[src/rtl/lcd_nibble_reader.sv]
// Timed 4-bit HD44780 read cycles (RW=1): assembles two nibbles into a byte and
// optionally re-reads the busy flag until it clears or the poll limit is reached.
module lcd_nibble_reader #(
  parameter int SETUP_CYC = 3,
  parameter int EHIGH_CYC = 13,
  parameter int HOLD_CYC  = 3,
  parameter int GAP_CYC   = 50,
  parameter int POLL_MAX  = 2000
) (
  input  logic       Clock,
  input  logic       Reset,
  input  logic       iStart,
  input  logic       iRS,
  input  logic       iPoll,
  input  logic [3:0] lcd_data_in,
  output logic       lcd_e,
  output logic       lcd_rs,
  output logic       lcd_rw,
  output logic       oRelease,
  output logic       oReady,
  output logic       oDone,
  output logic [7:0] oData,
  output logic       oBF,
  output logic       oTimeout
);

  typedef enum logic [3:0] {
    IDLE, SETUP_H, EHIGH_H, HOLD_H, GAP, SETUP_L, EHIGH_L, HOLD_L, DONE
  } state_t;

  localparam logic [15:0] SETUP_LAST = 16'(SETUP_CYC - 1);
  localparam logic [15:0] EHIGH_LAST = 16'(EHIGH_CYC - 1);
  localparam logic [15:0] HOLD_LAST  = 16'(HOLD_CYC - 1);
  localparam logic [15:0] GAP_LAST   = 16'(GAP_CYC - 1);
  localparam logic [16:0] POLL_LIMIT = 17'(POLL_MAX);

  state_t      state_reg, state_next;
  logic [15:0] phase_reg;
  logic [15:0] poll_cnt_reg;
  logic        rs_reg, poll_reg, repoll_reg;
  logic [3:0]  hi_reg, lo_reg;
  logic        lcd_e_reg, lcd_rs_reg, lcd_rw_reg, release_reg, ready_reg;
  logic        done_reg, bf_reg, timeout_reg;
  logic [7:0]  data_reg;
  logic        poll_again;
  logic        busy_next;
  logic        rs_next;

  // Another busy-flag read is warranted only while BF is still set and the
  // limit leaves room for one more full read.
  assign poll_again = poll_reg && !rs_reg && hi_reg[3] &&
                      (({1'b0, poll_cnt_reg} + 17'd1) < POLL_LIMIT);

  always_comb begin
    state_next = state_reg;
    case (state_reg)
      IDLE:    if (iStart) state_next = SETUP_H;
      SETUP_H: if (phase_reg == SETUP_LAST) state_next = EHIGH_H;
      EHIGH_H: if (phase_reg == EHIGH_LAST) state_next = HOLD_H;
      HOLD_H:  if (phase_reg == HOLD_LAST)  state_next = GAP;
      GAP:     if (phase_reg == GAP_LAST)   state_next = repoll_reg ? SETUP_H : SETUP_L;
      SETUP_L: if (phase_reg == SETUP_LAST) state_next = EHIGH_L;
      EHIGH_L: if (phase_reg == EHIGH_LAST) state_next = HOLD_L;
      HOLD_L:  if (phase_reg == HOLD_LAST)  state_next = poll_again ? GAP : DONE;
      DONE:    state_next = IDLE;
      default: state_next = IDLE;
    endcase
  end

  assign busy_next = (state_next != IDLE) && (state_next != DONE);
  assign rs_next   = (state_reg == IDLE) ? iRS : rs_reg;

  always_ff @(posedge Clock) begin
    if (Reset) begin
      state_reg    <= IDLE;
      phase_reg    <= '0;
      poll_cnt_reg <= '0;
      rs_reg       <= 1'b0;
      poll_reg     <= 1'b0;
      repoll_reg   <= 1'b0;
      hi_reg       <= '0;
      lo_reg       <= '0;
      lcd_e_reg    <= 1'b0;
      lcd_rs_reg   <= 1'b0;
      lcd_rw_reg   <= 1'b0;
      release_reg  <= 1'b0;
      ready_reg    <= 1'b1;
      done_reg     <= 1'b0;
      data_reg     <= '0;
      bf_reg       <= 1'b0;
      timeout_reg  <= 1'b0;
    end else begin
      state_reg <= state_next;
      phase_reg <= (state_next != state_reg || state_reg == IDLE) ? 16'd0 : phase_reg + 16'd1;

      if (state_reg == IDLE && iStart) begin
        rs_reg       <= iRS;
        poll_reg     <= iPoll;
        poll_cnt_reg <= '0;
        repoll_reg   <= 1'b0;
      end
      if (state_reg == EHIGH_H && state_next == HOLD_H) hi_reg <= lcd_data_in;
      if (state_reg == EHIGH_L && state_next == HOLD_L) lo_reg <= lcd_data_in;
      if (state_reg == HOLD_L && state_next == GAP) begin
        poll_cnt_reg <= poll_cnt_reg + 16'd1;
        repoll_reg   <= 1'b1;
      end
      if (state_reg == GAP && state_next == SETUP_H) repoll_reg <= 1'b0;

      if (state_next == DONE) begin
        data_reg    <= {hi_reg, lo_reg};
        bf_reg      <= !rs_reg && hi_reg[3];
        timeout_reg <= poll_reg && !rs_reg && hi_reg[3];
      end

      // Pin outputs are registered from the next state so the LCD never sees decode glitches.
      lcd_e_reg   <= (state_next == EHIGH_H) || (state_next == EHIGH_L);
      lcd_rw_reg  <= busy_next;
      release_reg <= busy_next;
      lcd_rs_reg  <= busy_next && rs_next;
      ready_reg   <= (state_next == IDLE);
      done_reg    <= (state_next == DONE);
    end
  end

  assign lcd_e    = lcd_e_reg;
  assign lcd_rs   = lcd_rs_reg;
  assign lcd_rw   = lcd_rw_reg;
  assign oRelease = release_reg;
  assign oReady   = ready_reg;
  assign oDone    = done_reg;
  assign oData    = data_reg;
  assign oBF      = bf_reg;
  assign oTimeout = timeout_reg;

endmodule

[config.mk]
export PLATFORM = sky130hd
export DESIGN_NAME = lcd_nibble_reader
export DESIGN_NICKNAME = d
export VERILOG_FILES = /design/src/rtl/lcd_nibble_reader.sv
export SDC_FILE = /design/constraint.sdc
export NUM_CORES = 1
export LEC_CHECK = 0
export ABC_AREA = 0
export CAP_MARGIN = 15
export CORE_ASPECT_RATIO = 0.9
export CORE_MARGIN = 2
export CORE_UTILIZATION = 60
export CTS_CLUSTER_DIAMETER = 100
export DETAILED_ROUTE_END_ITERATION = 12
export PLACE_DENSITY = 0.82
export SLEW_MARGIN = 0
export SYNTH_ARGS = -nofsm -noshare
export SYNTH_HDL_FRONTEND = slang
export SYNTH_SLANG_ARGS = --single-unit
[constraint.sdc]
create_clock -name Clock -period 3.8 [get_ports Clock]
set_input_delay 0.57 -clock Clock [delete_from_list [all_inputs] [get_ports Clock]]
set_output_delay 0.57 -clock Clock [all_outputs]
set_load 0.1 [all_outputs]
==> results of run 1 <==
==> placed cells by master, fill, tap and decap left out, types with 3 or more instances in the layout <==
cell type	n
and4_1	5
nand4_1	9
nor3_1	7
nand3_1	20
nor4_1	5
clkbuf_8	10
and3_1	7
nand2_1	32
o21ai_0	4
and2_1	11
inv_1	8
ha_1	5
or3_1	6
mux2i_1	16
xor2_1	9
dfxtp_1	62
xnor2_1	10
o21a_1	3
a21o_1	9
clkdlybuf4s50_1	24
nor2b_1	6
clkinvlp_4	3
nand2b_1	7
a21oi_1	20
nor2_1	40
==> worst max-delay path, cell delays in order (launching register included) <==
cell and delay (ps):
dfxtp_1 450, ha_1 290, and3_1 420, xnor2_1 140
a41oi_1 300, and4b_2 320, a21oi_4 440, mux2i_1 250
nor2_1 60
==> layout make-up <==
cell class	count	area, um2
Inverter	8	30.0
Clock buffer	10	138
Timing Repair Buffer	25	248
Fill cell	424	1410
Tap cell	65	81.3
Sequential cell	62	1240
Clock inverter	6	45.0
Multi-Input combinational cell	263	1670
==> metrics by stage <==
stage	setup WS, ps	instances	hold WS (ps)	instance area (um2)
after floorplan	1450	349	432	3040
after detailed placement	998	423	454	3270
after global placement	1140	423	439	3270
after CTS	994	439	463	3450
after global routing	794	439	495	3450
final	982	439	461	3450
==> power groups by stage <==
stage / Combinational, mW / Sequential [mW] / Clock (mW)
after floorplan: 0.0572 / 0.709 / 0
after global placement: 0.110 / 0.684 / 0
after detailed placement: 0.111 / 0.684 / 0
after CTS: 0.111 / 0.669 / 0.532
after global routing: 0.119 / 0.671 / 0.564
final: 0.112 / 0.669 / 0.523
==> path summary, 6_finish.rpt <==
path	from	end	slack (ps)	depth (start not counted)
max	poll_cnt_reg[0]	oTimeout	980	8
min	poll_reg	poll_reg	460	2
max reg2reg	poll_cnt_reg[0]	oTimeout	980	8
min reg2reg	poll_reg	poll_reg	460	2
==> cell families after synthesis <==
group                      Yosys count
AOI/OAI and AO/OA                   51
muxes                               16
adders and majority gates            5
and+or+nand+nor                    172
xor gates and xnor gates            19
buffers and inverters               24
DFF                                 62
==> routing by layer <==
layer	track usage [%]	wire [um]	vias to the layer above
li1	-	-	1267
met3	7.05	363	5
met5	0	0	-
met2	33.6	2570	76
met4	8.05	59	0
met1	33.3	3080	1158
==> flow_metrics.tcl, run 1 <==
set metrics [dict create \
    status "complete, no violations" \
    cap_violations 0 \
    ios 25 \
    switching_fraction_of_total_power_pct 27.3 \
    routabilityCongestion 0.873 \
    synth.distinct_cells 55 \
    clock-sinks 62 \
    largest_voltage_drop_on_the_vdd_net_v 0.000409 \
    grt_pass1_vias 2194 \
    hold_violations 0 \
    period_share_pct 74.2 \
    post_route_core_utilization_pct 70.9 \
    place_hpwl_um 4170 \
    die_area_um2 5650 \
    cp_data_arrival_time_ps 3030 \
    grt_setup_unrepaired "no" \
    tritoncts "built" \
    muxShareOfSynthArea_pct 5.27 \
    net_count_after_synthesis 363 \
    clkPwrFrac_pct 40.1 \
    post_cts.repair.setup_buffers 0 \
    viasPerCell 5.71 \
    vias 2506 \
    rows 24 \
    post-layout-total-power_mw 1.30 \
    post_cts.resized_instances 0 \
    most_common_cell_in_the_netlist "dfxtp_1" \
    syn-mean-instance-area_um2 8.70 \
    synth_top_cell_area_share_pct 40.9 \
    power.switching_mw 0.357 \
    core_area_um2 4860 \
    cts.clk_slew.worst_paths_ps 70 \
    max_freq_mhz 355 \
    final-setup-viol-count 0 \
    synth-warning-count 0 \
    cp-start-kind "flip-flop" \
    wire_length_of_the_first_global_routing_pass_um 10300 \
    areaGrowthSynthToFinish_pct 13.6 \
    post_synth_fa_ha_maj_area_fraction_pct 2.06 \
    maximum_number_of_pins_on_one_net_before_global_route_repair 20 \
    design.final.nets 383 \
    netlist_top_cells_area "dfxtp_1, mux2i_1, nor2_1" \
    synth_enable_flop_cells 0 \
    critPathRequiredTime_ps 4010 \
    seqPwrFrac_pct 51.3 \
    clock_insertion_delay_worst_skew_ps 340 \
    drive_above_1_share_pct 7.22 \
    cts_hold_repair.buffers 0 \
    first_drt_pass_iteration_count 4 \
    synth-seq-area-share_pct 40.9 \
    initial_standard_cell_utilization_of_the_core_pct 62.4 \
    ys_top_cells_by_count "dfxtp_1, nor2_1, nand2_1, a21oi_1, nand3_1" \
    die_x_um 79.0 \
    tightestPinTransition_ps 965 \
    proportion_of_power_drawn_by_combinational_gates_pct 8.6 \
    critPathMaxFanout 13 \
    routed_wirelength_um 6080 \
    die_h_um 71.5 \
    async_reset_ff_share_pct 0 \
    synth-simple-area-share_pct 30.7 \
    cts.path.max_buffers 2 \
    synthesis.area_um2 3040 \
    crit_path_end_kind "flip-flop" \
    flip_flop_and_latch_count_after_synthesis 62 \
    antenna_found_initial 0 \
    drt_iter0_markers 220 \
    final_min_period_ps 2820 \
    synth_flop_cell "dfxtp_1" \
    setup_tns_ps 0 \
    count_of_port_buffers_added_during_placement 24 \
    timing_worst_setup_path_type "reg2reg" \
    dominant_combinational_cell_family_by_area_after_synthesis "simple AND/OR/NAND/NOR gates" \
    avgRoutedWirePerCell_um 13.8 \
    synth_xor_area_share_pct 5.48 \
    min_path_type "reg2reg" \
    postRouteAntennaNets 0 \
    remaining_drc_errors 0 \
    drv_slew 0 \
    yosys.area.top_type "dfxtp_1" \
    cts.root.buffer_cell "clkbuf_8" \
    grt_overflow 0 \
    cell_internal_pwr_mw 0.948 \
    cts-htree-levels 3 \
    slew_headroom_pct 35.4 \
    netlist_instances 349 \
    n_antenna_cell 0 \
    synth_compound_area_share_pct 11.4 \
    power_leakage_nw 1.23 \
    p_per_area_nw_per_um2 378 \
    number_of_buffers_added_by_the_clock_tree_synthesis_step 9 \
    fin_skew_ps 8.27 \
    grt.total_usage_pct 23.3 \
]
Power figures use the tool's default switching activity.
==> run 2, diff against run 1 <==
CORE_UTILIZATION = 57   (was 60)
PLACE_DENSITY = 0.79   (was 0.82)
clock period = 2.7 ns   (was 3.8 ns; I/O delays follow)
==> flow_metrics.tcl, run 2 (synthesis gave the netlist of run 1 again) <==
set metrics [dict create \
    stdcell_count 444 \
    drt_iter0_markers 107 \
    die_area_um2 5930 \
    viasPerCell 5.68 \
    drv_slew 0 \
    critPathMaxFanout 13 \
    core_area_um2 5190 \
    cts.root.buffer_cell "clkbuf_8" \
    final-setup-viol-count 0 \
    power_leakage_nw 1.28 \
    cts_hold_repair.buffers 0 \
    clock_insertion_delay_worst_skew_ps 350 \
    critPathRequiredTime_ps 2930 \
    cap_violations 0 \
    cp_data_arrival_time_ps 2740 \
    tritoncts "built" \
    r2r_slack_ps 200 \
    grt_overflow 0 \
    avgRoutedWirePerCell_um 14.2 \
    post_cts.repair.setup_buffers 0 \
    areaGrowthSynthToFinish_pct 14.2 \
    period_share_pct 92.8 \
    count_of_port_buffers_added_during_placement 24 \
    min_path_cells 2 \
    grt_pass1_vias 2299 \
    remaining_drc_errors 0 \
    initial_standard_cell_utilization_of_the_core_pct 58.5 \
    r2r_end "oData[0]" \
    drive_above_1_share_pct 13.3 \
    antenna_found_initial 0 \
    worstHoldEndpoint "lo_reg[2]" \
    crit_path_end_kind "flip-flop" \
    placed_area_um2 3270 \
    number_of_buffers_added_by_the_clock_tree_synthesis_step 9 \
    routabilityCongestion 0.824 \
    die_x_um 81.0 \
    cts.path.max_buffers 2 \
    r2r.worst_path.cells 9 \
    wire_length_of_the_first_global_routing_pass_um 10300 \
    final_min_period_ps 2500 \
    final_common_cell "dfxtp_1" \
    source_of_the_worst_hold_timing_path "lo_reg[2]" \
    status "complete, no violations" \
    maximum_number_of_pins_on_one_net_before_global_route_repair 23 \
    slew_headroom_pct 57.6 \
    largest_voltage_drop_on_the_vdd_net_v 0.000487 \
    clock-sinks 62 \
    post_cts.resized_instances 0 \
    num-fill-cells 433 \
    p_per_area_nw_per_um2 544 \
    cts-htree-levels 3 \
    finalInstanceArea_um2 3470 \
    min_path_type "reg2reg" \
    grt.total_usage_pct 22.5 \
    worst_r2r_startpoint "poll_cnt_reg[0]" \
    max_freq_mhz 399 \
    first_drt_pass_iteration_count 4 \
    timing_worst_setup_path_type "reg2reg" \
    final_cell_mix "dfxtp_1, nor2_1, nand2_1" \
    hold_violations 0 \
    cts.clk_slew.worst_paths_ps 70 \
    tightestPinTransition_ps 627 \
    postRouteAntennaNets 0 \
    rows 25 \
    fin_skew_ps 11.0 \
    vias 2521 \
    setup_tns_ps 0 \
    design.final.nets 386 \
    routed_wirelength_um 6320 \
    place_hpwl_um 4380 \
    n_antenna_cell 0 \
    grt_setup_unrepaired "no" \
    cp-start-kind "flip-flop" \
    ios 25 \
    placedCellCount 428 \
    fin_hold_ws_ps 456 \
    die_h_um 73.3 \
]
## run 2: routing by layer
| layer | routed length, um | vias to the layer above | track usage, % |
|---|---|---|---|
| met5 | 0 | - | 0 |
| met4 | 69 | 0 | 9.04 |
| met1 | 3020 | 1177 | 28.2 |
| met2 | 2870 | 58 | 36.5 |
| li1 | - | 1278 | - |
| met3 | 360 | 8 | 6.63 |
## run 2: power by group
part	internal [mW]	switching, mW	total, mW
clock network	0.419	0.372	0.790
registers	0.928	0.0150	0.943
logic	0.0454	0.110	0.155
## run 2: per-stage QoR
stage               setup slack (ps)  util (%)  power, mW
detailed placement               114      62.9       1.12
global route                    33.3      66.8       1.95
floorplan                        353         -       1.08
global placement                 197      62.9       1.12
CTS                             94.8      66.5       1.90
finish                           195      66.8       1.89
## run 2: worst max path at each step
stage / start / to
6_report: poll_cnt_reg[0] / oData[0]
5_1_grt: poll_cnt_reg[0] / poll_cnt_reg[9]
4_1_cts: poll_cnt_reg[0] / oData[0]
3_5_place_dp: poll_cnt_reg[0] / oData[1]
3_3_place_gp: poll_cnt_reg[0] / oData[0]
2_1_floorplan: poll_cnt_reg[0] / poll_cnt_reg[10]
## run 2: layout make-up
cell class                 count  area, um2  area share, %
multi-input combinational    263       1680           48.5
sequential                    62       1240           35.8
timing repair buffer          28        243           7.00
clock buffer                   9        124           3.57
tap                           67       83.8           2.42
clock inverter                 7       65.1           1.88
inverter                       8       30.0          0.865
## run 2: worst max-delay path, cell delays in order (launching register included)
cell      delay, ps
dfxtp_1         450
ha_2            270
and3_2          310
a32o_1          200
a22oi_1         100
a2111o_1        440
a21oi_4         190
buf_12          160
mux2i_1         200
nor2_1           50
